===== config.mk =====
export PLATFORM = sky130hd
export DESIGN_NAME = nn_calc_controller
export DESIGN_NICKNAME = d
export VERILOG_FILES = /design/src/rtl/nn_pkg.sv /design/src/rtl/nn_mac_unit.sv /design/src/rtl/nn_calc_controller.sv
export SDC_FILE = /design/constraint.sdc
export NUM_CORES = 2
export LEC_CHECK = 0
export ABC_AREA = 1
export BUFFER_PORTS_ARGS = -buffer_cell sky130_fd_sc_hd__buf_2
export CAP_MARGIN = 20
export CORE_ASPECT_RATIO = 0.8
export CORE_MARGIN = 1
export CORE_UTILIZATION = 30
export CTS_BUF_LIST = sky130_fd_sc_hd__clkbuf_8
export DETAILED_ROUTE_END_ITERATION = 10
export GPL_ROUTABILITY_DRIVEN = 0
export PLACE_DENSITY = 0.44
export SKIP_CTS_REPAIR_TIMING = 1
export SLEW_MARGIN = 20
export SYNTH_ARGS = -nofsm -noshare
export SYNTH_HDL_FRONTEND = slang
export SYNTH_HIERARCHICAL = 1
export SYNTH_SLANG_ARGS = --single-unit

===== constraint.sdc =====
create_clock -name clk -period 9 [get_ports clk]
set_input_delay 0.45 -clock clk [delete_from_list [all_inputs] [get_ports clk]]
set_output_delay 0.45 -clock clk [all_outputs]
set_load 0.05 [all_outputs]

===== src/rtl/nn_pkg.sv =====
// Shared types and constants for the inference controller, its MAC unit and the Avalon slave.
package nn_pkg;

   typedef enum logic [2:0] {
      ST_IDLE,
      ST_RUN,
      ST_DRAIN,
      ST_WRITE,
      ST_DONE
   } nn_state_e;

   localparam int PIXEL_W     = 16;
   localparam int WEIGHT_W    = 32;
   localparam int RESULT_W    = 17;
   localparam int ACC_W       = 42;
   localparam int NUM_PAIRS   = 392;
   localparam int NUM_OUTPUTS = 10;

   // Slave word offset of result register 0; results occupy consecutive words after it.
   localparam int RESULT_REG_BASE = 4;

   function automatic int result_reg_offset(input int idx);
      return RESULT_REG_BASE + idx;
   endfunction

endpackage


===== src/rtl/nn_mac_unit.sv =====
// Dual signed multiply-accumulate with a 42-bit accumulator and a shifted, saturated
// 17-bit view of the accumulator including the products being added this cycle.
module nn_mac_unit import nn_pkg::*; #(
   parameter int SHIFT = 8
) (
   input  logic                       clk,
   input  logic                       n_rst,
   input  logic                       acc_en,
   input  logic                       acc_clr,
   input  logic signed [PIXEL_W-1:0]  pixel1,
   input  logic signed [PIXEL_W-1:0]  pixel2,
   input  logic [WEIGHT_W-1:0]        weight,
   output logic signed [RESULT_W-1:0] result,
   output logic                       sat
);

   localparam logic signed [ACC_W-1:0] RES_MAX = ACC_W'((2 ** (RESULT_W - 1)) - 1);
   localparam logic signed [ACC_W-1:0] RES_MIN = ACC_W'(-(2 ** (RESULT_W - 1)));

   logic signed [ACC_W-1:0]   acc_q, acc_d;
   logic signed [ACC_W-1:0]   acc_sum, acc_view, shifted;
   logic signed [PIXEL_W-1:0] w_lo, w_hi;
   logic signed [31:0]        prod_lo, prod_hi;

   function automatic logic signed [ACC_W-1:0] sext_prod(input logic signed [31:0] v);
      return {{(ACC_W - 32){v[31]}}, v};
   endfunction

   function automatic logic is_clamped(input logic signed [ACC_W-1:0] v);
      return (v > RES_MAX) || (v < RES_MIN);
   endfunction

   function automatic logic signed [RESULT_W-1:0] sat17(input logic signed [ACC_W-1:0] v);
      logic signed [ACC_W-1:0] c;
      if (v > RES_MAX)      c = RES_MAX;
      else if (v < RES_MIN) c = RES_MIN;
      else                  c = v;
      return c[RESULT_W-1:0];
   endfunction

   // Products, next accumulator and the result as it stands once this cycle's pair is added.
   always_comb begin
      w_lo     = weight[PIXEL_W-1:0];
      w_hi     = weight[WEIGHT_W-1:PIXEL_W];
      prod_lo  = pixel1 * w_lo;
      prod_hi  = pixel2 * w_hi;
      acc_sum  = acc_q + sext_prod(prod_lo) + sext_prod(prod_hi);
      acc_view = acc_en ? acc_sum : acc_q;
      if (acc_clr)     acc_d = '0;
      else if (acc_en) acc_d = acc_sum;
      else             acc_d = acc_q;
      // Arithmetic shift of a signed value floors toward minus infinity.
      shifted  = acc_view >>> SHIFT;
      result   = sat17(shifted);
      sat      = is_clamped(shifted);
   end

   // Accumulator register.
   always_ff @(posedge clk or negedge n_rst) begin
      if (!n_rst) acc_q <= '0;
      else        acc_q <= acc_d;
   end

endmodule


===== src/rtl/nn_calc_controller.sv =====
// Inference sequencer: streams pixel pairs against each neuron's weight words through
// the MAC and posts one saturated result per output neuron to the slave.
module nn_calc_controller #(
   parameter int NUM_PAIRS   = nn_pkg::NUM_PAIRS,
   parameter int NUM_OUTPUTS = nn_pkg::NUM_OUTPUTS,
   parameter int SHIFT       = 8
) (
   input  logic               clk,
   input  logic               n_rst,
   input  logic               start_calc,
   input  logic               clear_data,
   output logic [9:0]         pixel_address1,
   output logic [9:0]         pixel_address2,
   input  logic signed [15:0] pixel_data1,
   input  logic signed [15:0] pixel_data2,
   output logic [11:0]        weight_address,
   input  logic [31:0]        weight_data,
   output logic [16:0]        result_output,
   output logic [3:0]         output_address,
   output logic               result_write,
   output logic               busy,
   output logic               done_calc,
   output logic               overflow
);
   import nn_pkg::*;

   localparam logic [9:0] LAST_PAIR = 10'(NUM_PAIRS - 1);
   localparam logic [3:0] LAST_OUT  = 4'(NUM_OUTPUTS - 1);

   nn_state_e   state_q, state_d;
   logic [9:0]  p_q, p_d;
   logic [3:0]  o_q, o_d;
   logic [11:0] weight_address_q, weight_address_d;
   logic [9:0]  pixel_address1_q, pixel_address1_d;
   logic [9:0]  pixel_address2_q, pixel_address2_d;
   logic [16:0] result_output_q, result_output_d;
   logic [3:0]  output_address_q, output_address_d;
   logic        result_write_q, result_write_d;
   logic        busy_q, busy_d;
   logic        done_calc_q, done_calc_d;
   logic        overflow_q, overflow_d;
   logic        acc_en, acc_clr, issue, restart;
   logic signed [RESULT_W-1:0] mac_result;
   logic        mac_sat;

   nn_mac_unit #(.SHIFT(SHIFT)) u_mac (
      .clk     (clk),
      .n_rst   (n_rst),
      .acc_en  (acc_en),
      .acc_clr (acc_clr),
      .pixel1  (pixel_data1),
      .pixel2  (pixel_data2),
      .weight  (weight_data),
      .result  (mac_result),
      .sat     (mac_sat)
   );

   // Next-state, counter and output-register computation; clear_data overrides everything.
   always_comb begin
      state_d          = state_q;
      p_d              = p_q;
      o_d              = o_q;
      weight_address_d = weight_address_q;
      pixel_address1_d = pixel_address1_q;
      pixel_address2_d = pixel_address2_q;
      result_output_d  = result_output_q;
      output_address_d = output_address_q;
      result_write_d   = 1'b0;
      overflow_d       = overflow_q;
      acc_en           = 1'b0;
      acc_clr          = 1'b0;
      issue            = 1'b0;
      restart          = 1'b0;

      unique case (state_q)
         ST_IDLE, ST_DONE: begin
            acc_clr = 1'b1;
            if (start_calc) begin
               state_d    = ST_RUN;
               p_d        = '0;
               o_d        = '0;
               overflow_d = 1'b0;
               issue      = 1'b1;
               restart    = 1'b1;
            end
         end
         ST_RUN: begin
            // Data for pair p-1 arrives now, one cycle behind its address.
            acc_en = (p_q != '0);
            if (p_q == LAST_PAIR) begin
               state_d = ST_DRAIN;
            end else begin
               p_d   = p_q + 10'd1;
               issue = 1'b1;
            end
         end
         ST_DRAIN: begin
            // Last pair is added this cycle; the MAC result already includes it.
            acc_en           = 1'b1;
            state_d          = ST_WRITE;
            result_write_d   = 1'b1;
            result_output_d  = mac_result;
            output_address_d = o_q;
            overflow_d       = overflow_q | mac_sat;
         end
         ST_WRITE: begin
            acc_clr = 1'b1;
            p_d     = '0;
            if (o_q == LAST_OUT) begin
               state_d = ST_DONE;
            end else begin
               o_d     = o_q + 4'd1;
               state_d = ST_RUN;
               issue   = 1'b1;
            end
         end
         default: state_d = ST_IDLE;
      endcase

      // Weight index is a running counter so it stays contiguous across neurons.
      if (issue) begin
         pixel_address1_d = {p_d[8:0], 1'b0};
         pixel_address2_d = {p_d[8:0], 1'b1};
         weight_address_d = restart ? 12'd0 : weight_address_q + 12'd1;
      end

      if (clear_data) begin
         state_d          = ST_IDLE;
         p_d              = '0;
         o_d              = '0;
         weight_address_d = '0;
         pixel_address1_d = '0;
         pixel_address2_d = '0;
         result_write_d   = 1'b0;
         overflow_d       = 1'b0;
         acc_en           = 1'b0;
         acc_clr          = 1'b1;
      end

      busy_d      = (state_d == ST_RUN) || (state_d == ST_DRAIN) || (state_d == ST_WRITE);
      done_calc_d = (state_d == ST_DONE);
   end

   // State, counters and registered outputs.
   always_ff @(posedge clk or negedge n_rst) begin
      if (!n_rst) begin
         state_q          <= ST_IDLE;
         p_q              <= '0;
         o_q              <= '0;
         weight_address_q <= '0;
         pixel_address1_q <= '0;
         pixel_address2_q <= '0;
         result_output_q  <= '0;
         output_address_q <= '0;
         result_write_q   <= 1'b0;
         busy_q           <= 1'b0;
         done_calc_q      <= 1'b0;
         overflow_q       <= 1'b0;
      end else begin
         state_q          <= state_d;
         p_q              <= p_d;
         o_q              <= o_d;
         weight_address_q <= weight_address_d;
         pixel_address1_q <= pixel_address1_d;
         pixel_address2_q <= pixel_address2_d;
         result_output_q  <= result_output_d;
         output_address_q <= output_address_d;
         result_write_q   <= result_write_d;
         busy_q           <= busy_d;
         done_calc_q      <= done_calc_d;
         overflow_q       <= overflow_d;
      end
   end

   assign pixel_address1 = pixel_address1_q;
   assign pixel_address2 = pixel_address2_q;
   assign weight_address = weight_address_q;
   assign result_output  = result_output_q;
   assign output_address = output_address_q;
   assign result_write   = result_write_q;
   assign busy           = busy_q;
   assign done_calc      = done_calc_q;
   assign overflow       = overflow_q;

endmodule


## Yosys cells after proc, flatten, opt, wreduce, memory -nomap -nowiden

Index checks and enable logic that the tools add are counted.

- Add/subtract/negate cells: 5
- Bitwise operators: 1
- Equality and inequality tests: 13
- $mul: 2
- Reductions and logical operators: 15
- Mux-type cells: 38
- Order comparisons: 2

Operators by type and width:

| cell | number |
|---|---|
| 42-bit by 32-bit adder with 42-bit output | 2 |
| 42-bit two-way mux | 2 |
| 10-bit two-way mux | 7 |
| 16-bit by 16-bit multiplier with 32-bit output | 2 |
| 12-bit two-way mux | 3 |
| 34-bit by 17-bit greater-than comparator with 1-bit output (second input constant) | 1 |
| 34-bit by 17-bit less-than comparator with 1-bit output (second input constant) | 1 |
| 17-bit two-way mux | 2 |
| 10-bit case mux with 3 select lines | 1 |
| 12-bit by 1-bit adder with 12-bit output (second input constant) | 1 |
| 3-bit by 2-bit == test with 1-bit output (second input constant) | 4 |
| 3-bit two-way mux | 4 |
| 4-bit two-way mux | 3 |
| 3-bit case mux with 4 select lines | 1 |
| 1-bit two-way mux | 11 |
| 10-bit by 1-bit adder with 10-bit output (second input constant) | 1 |
| 10-bit by 9-bit == test with 1-bit output (second input constant) | 1 |
| 10-bit nonzero test | 1 |
| 3-bit inequality test (second input constant) | 3 |
| 4-bit case mux with 2 select lines | 1 |
| 3-bit by 1-bit == test with 1-bit output (second input constant) | 2 |
| 3-bit == test (second input constant) | 2 |
| 3-bit AND reduction | 2 |
| 3-bit nonzero test | 2 |
| other kinds (12) | 16 |

- Logic and storage cells: 91
- Bits of input ports: 68
- Output and inout port bits: 57
- Register bits after elaboration: 116

## Logic depth before layout (Yosys ltp)

- Word-level depth: 9
- Depth in mapped cells: 44
- Depth with buffers taken out: 41

## Cells and area by module

The synthesis kept the hierarchy.

Modules (own cells, without submodules):

| module | cells each | sequential area each (µm²) | instances | area an instance (µm²) |
|---|---|---|---|---|
| nn_mac_unit | 3457 | 1051.0 | 1 | 27440.1 |
| nn_calc_controller | 453 | 1601.5 | 1 | 3424.5 |

## Worst setup path after synthesis

Ideal clock, no wire load.

- Path kind: input -> register
- Start point: input port pixel_data2[15]
- End point: register overflow_q, in the netlist overflow
- Data arrival time: 8282 ps
- Path buffers: 3
- Data required time: 8869 ps
- Stages on the path: 35
- Path slack: 587 ps
- Cell sequence: clkbuf_1 clkbuf_1 nand2_1 fa_1 inv_1 fa_1 fa_1 inv_1 fa_1 inv_1 fa_1 fa_1 fa_1 inv_1 fa_1 inv_1 ha_1 nand2_1 nor2_2 nand2_1 nor2_2 nand2_1 nand4_1 nand3_1 o21ai_2 nand2_1 nor2_1 nand3_1 nor2_1 nand4_1 nand2_2 buf_8 nand2_1 o21ai_0 o2bb2ai_1

- Word-level cells in the longest chain between the ends: 8

RTL lines:

| element | RTL line | source |
|---|---|---|
| start, declared | nn_calc_controller.sv:15 | `input logic signed [15:0] pixel_data2,` |
| 16-bit by 16-bit multiplier with 32-bit output * | nn_mac_unit.sv:46 | `prod_hi = pixel2 * w_hi;` |
| 42-bit by 32-bit adder with 42-bit output * | nn_mac_unit.sv:47 | `acc_sum = acc_q + sext_prod(prod_lo) + sext_prod(prod_hi);` |
| 42-bit two-way mux * | - |  |
| 34-bit by 17-bit greater-than comparator with 1-bit output / 34-bit by 17-bit less-than comparator with 1-bit output (equally long branches) | nn_mac_unit.sv:30 | `return (v > RES_MAX) \|\| (v < RES_MIN);` |
| 1-bit logical OR * | nn_mac_unit.sv:30 |  |
| named net mac_sat | nn_calc_controller.sv:44 | `logic mac_sat;` |
| 1-bit OR * | nn_calc_controller.sv:104 | `overflow_d = overflow_q \| mac_sat;` |
| 1-bit case mux with 2 select lines * | nn_calc_controller.sv:75 | `unique case (state_q)` |
| 1-bit two-way mux * | nn_calc_controller.sv:127 | `if (clear_data) begin` |
| end signal, assigned | nn_calc_controller.sv:171 | `overflow_q <= overflow_d;` |
| end, declared | nn_calc_controller.sv:41 | `logic overflow_q, overflow_d;` |

The timed path passes the listed nets; every way through them passes the cells marked *. The select of a mux whose other input is x is not followed.
A chain may end at the register's enable or synchronous reset.

## Worst setup path in the final report

- Start point: input port weight_data[3]
- End point: register overflow_q, in the netlist overflow

- Word-level cells in the longest chain between the ends: 9

RTL lines:

| element | RTL line | source |
|---|---|---|
| start, declared | nn_calc_controller.sv:17 | `input logic [31:0] weight_data,` |
| 16-bit by 16-bit multiplier with 32-bit output * | nn_mac_unit.sv:45 | `prod_lo = pixel1 * w_lo;` |
| 42-bit by 32-bit adder with 42-bit output * (2 in a row) | nn_mac_unit.sv:47 |  |
| 42-bit two-way mux * | - |  |
| 34-bit by 17-bit greater-than comparator with 1-bit output / 34-bit by 17-bit less-than comparator with 1-bit output (equally long branches) | nn_mac_unit.sv:30 |  |
| 1-bit logical OR * | nn_mac_unit.sv:30 |  |
| named net mac_sat | nn_calc_controller.sv:44 |  |
| 1-bit OR * | nn_calc_controller.sv:104 |  |
| 1-bit case mux with 2 select lines * | nn_calc_controller.sv:75 |  |
| 1-bit two-way mux * | nn_calc_controller.sv:127 |  |

Marked as above.

==> impl_metrics.tcl <==
set metrics [dict create \
    status "finished, final reports clean" \
    gr-total-overflow 0 \
    drc 0 \
    setup.worst_path.start "weight_data[3]" \
    htreeDepth 3 \
    hold_ws_ns 0.0804 \
    rsz0062_at_grt "no" \
    synth-edff-count 0 \
    cts_buffers 9 \
    cts_root_buffer "clkbuf_8" \
    initial_core_util_pct 30.5 \
    drtAntennaViolNets 0 \
    async_flop_share_pct 100 \
    path_clk_slew_ns 0.12 \
    finalSetupTns_ns 0 \
    yosys_most_used_dff "dfrtp_1" \
    syn_avg_cell_area_um2 7.89 \
    io_pins 125 \
    clockBufferDepth 2 \
    grt_pass1_vias 23800 \
    ys_top_cells_by_area "fa_1 47%, inv_1 15%, nand2_1 13%, dfrtp_1 8.6%, ha_1 6.6%" \
    initialDrtViolationCount 1274 \
    finalCriticalPeriod_ns 8.29 \
    hpwlAfterDp_um 79900 \
    seq_area_frac_synth_pct 8.59 \
    wl_met1_um 45700 \
    final_common_cell "inv_1" \
    core_um2 101000 \
    syn-instance-count 3910 \
    rows 104 \
    synthesis.nets 4858 \
    drtPass1Iterations 5 \
    routedWlPerCell_um 17.0 \
    grt_pass1_wl_um 144000 \
    synth-seq-cells 106 \
    yosysWarnings 6 \
    wirelength_um 89500 \
    cpPeakStageDelay_ns 0.77 \
    grt_max_degree 58 \
    hold_class "in -> async" \
    dieArea_um2 104000 \
    crit_type "in -> reg" \
    fmax_ghz 0.121 \
    skew_ns 0.0228 \
    finalMaxSlewViolations 0 \
    netlist_area_um2 30900 \
    crit_slowest_cell "fa_1" \
    finalHoldViolCount 0 \
    worst_pin_slew_ns 0.934 \
    arrival_ns 8.58 \
    vias 22500 \
    drive_above_1_share_pct 6.34 \
    cts_sinks 106 \
    r2r-start "u_mac/acc_q[22]" \
    grt.total_usage_pct 18.0 \
    topRoutingLayerUsed "met5" \
    worst_path_most_repeated_cell "fa_1" \
    dieHeight_um 289 \
    period_share_pct 92.1 \
    required_ns 9.29 \
    synth_top_area_cell "fa_1" \
    cap_violations 0 \
    io_buffers 123 \
    final_net_count 4888 \
    critPathCaptureType "flip-flop" \
    fill_cells 11100 \
    synth_cell_types 44 \
    maxSlewHeadroom_pct 37.7 \
    vias_per_cell 4.28 \
    dr_wl_met3_um 3710 \
    final_cell_mix "1213 x inv_1, 1084 x nand2_1, 718 x fa_1" \
    setup_violations 0 \
    startpoint_type "input port" \
    synth_top_area_share_pct 46.6 \
    n_antenna_cell 0 \
    cts_tree "built" \
    path_max_fanout 17 \
    antenna_found_initial 2 \
    area_growth_pct 7.22 \
    routed-wl-met2_um 39200 \
    clk_latency_ns 0.42 \
    die_w_um 361 \
]
==> logic make-up (layout without fill, tap and decap cells) <==
kind of cell               after synthesis  count (layout)  share of synthesized area (%)
and+or+nand+nor                       1420            1420                           18.6
buffers and inverters                 1369            1403                           16.9
adders and majority gates              880             880                           53.1
DFF                                    106             106                           8.59
AOI/OAI and AO/OA                      105             105                           1.88
xor gates and xnor gates                29              29                          0.823
other                                    1               1                         0.0121
==> registers in the layout, indices dropped and copies added, names as in the netlist, 3 cells and up <==
signal / count
result_output: 17
output_address: 4
weight_address: 12
pixel_address2: 9
o_q: 4
u_mac/acc_q: 42
state_q: 3
p_q: 10
==> through the flow <==
stage	cells	util (%)	cell area (um2)	worst slack, ns
after floorplan	3910	-	30900	0.587
after global placement	5254	32.5	32900	0.280
after detailed placement	5254	32.5	32900	0.294
after CTS	5269	32.7	33100	0.747
after global routing	5269	32.7	33100	0.176
final	5269	32.7	33100	0.707
==> Yosys cell counts (4+ instances only) <==
library cell	n
nand4_1	23
a21oi_1	52
nand3_1	109
nor2_2	15
a21boi_0	4
nand2_1	1085
o21ai_0	27
inv_2	5
dfrtp_1	106
ha_1	162
xnor2_1	9
inv_1	1213
or2_2	15
clkbuf_1	124
buf_4	13
buf_2	4
nor2_1	138
fa_1	718
o21ai_1	4
o22ai_1	6
nand3_2	4
nand2_2	17
xor2_1	20
o21a_1	4
==> worst paths after layout <==
| check | endpoint | slack (ns) | cells past startpoint |
|---|---|---|---|
| worst max-delay path | overflow | 0.71 | 29 |
| worst min-delay path | weight_address[10] | 0.08 | 1 |
| worst max register to register | overflow | 1.12 | 30 |
| worst min register to register | result_output[3] | 0.48 | 2 |
| max in group asynchronous | u_mac/acc_q[18] | 7.71 | 2 |
| min in group clk | state_q[2] | 0.44 | 4 |
==> layout make-up <==
cell class,count,area (um2),share of cell area (%)
multi-input cells,2435,23000,69.5
inverters,1221,4580,13.8
flip-flops and latches,106,2650,8.02
well taps,1325,1660,5.01
repair buffers,167,973,2.94
clock buffers,9,124,0.374
clock inverters,6,98.8,0.299
==> layer usage <==
| metal | up-vias | track usage, % |
|---|---|---|
| met4 | 4 | 2.11 |
| met3 | 33 | 2.06 |
| li1 | 10900 | - |
| met5 | - | 0 |
| met2 | 402 | 27.8 |
| met1 | 11200 | 27.7 |
==> critical path, delay by kind of cell <==
| kind | cells | cell delay [ns] |
|---|---|---|
| and+or+nand+nor | 15 | 2.31 |
| AOI/OAI and AO/OA | 2 | 0.24 |
| adders and majority gates | 9 | 4.89 |
| buffers and inverters | 3 | 0.68 |
Power is not shown: default switching activity piles up to over one toggle a cycle in this logic, so the estimate is an artifact.
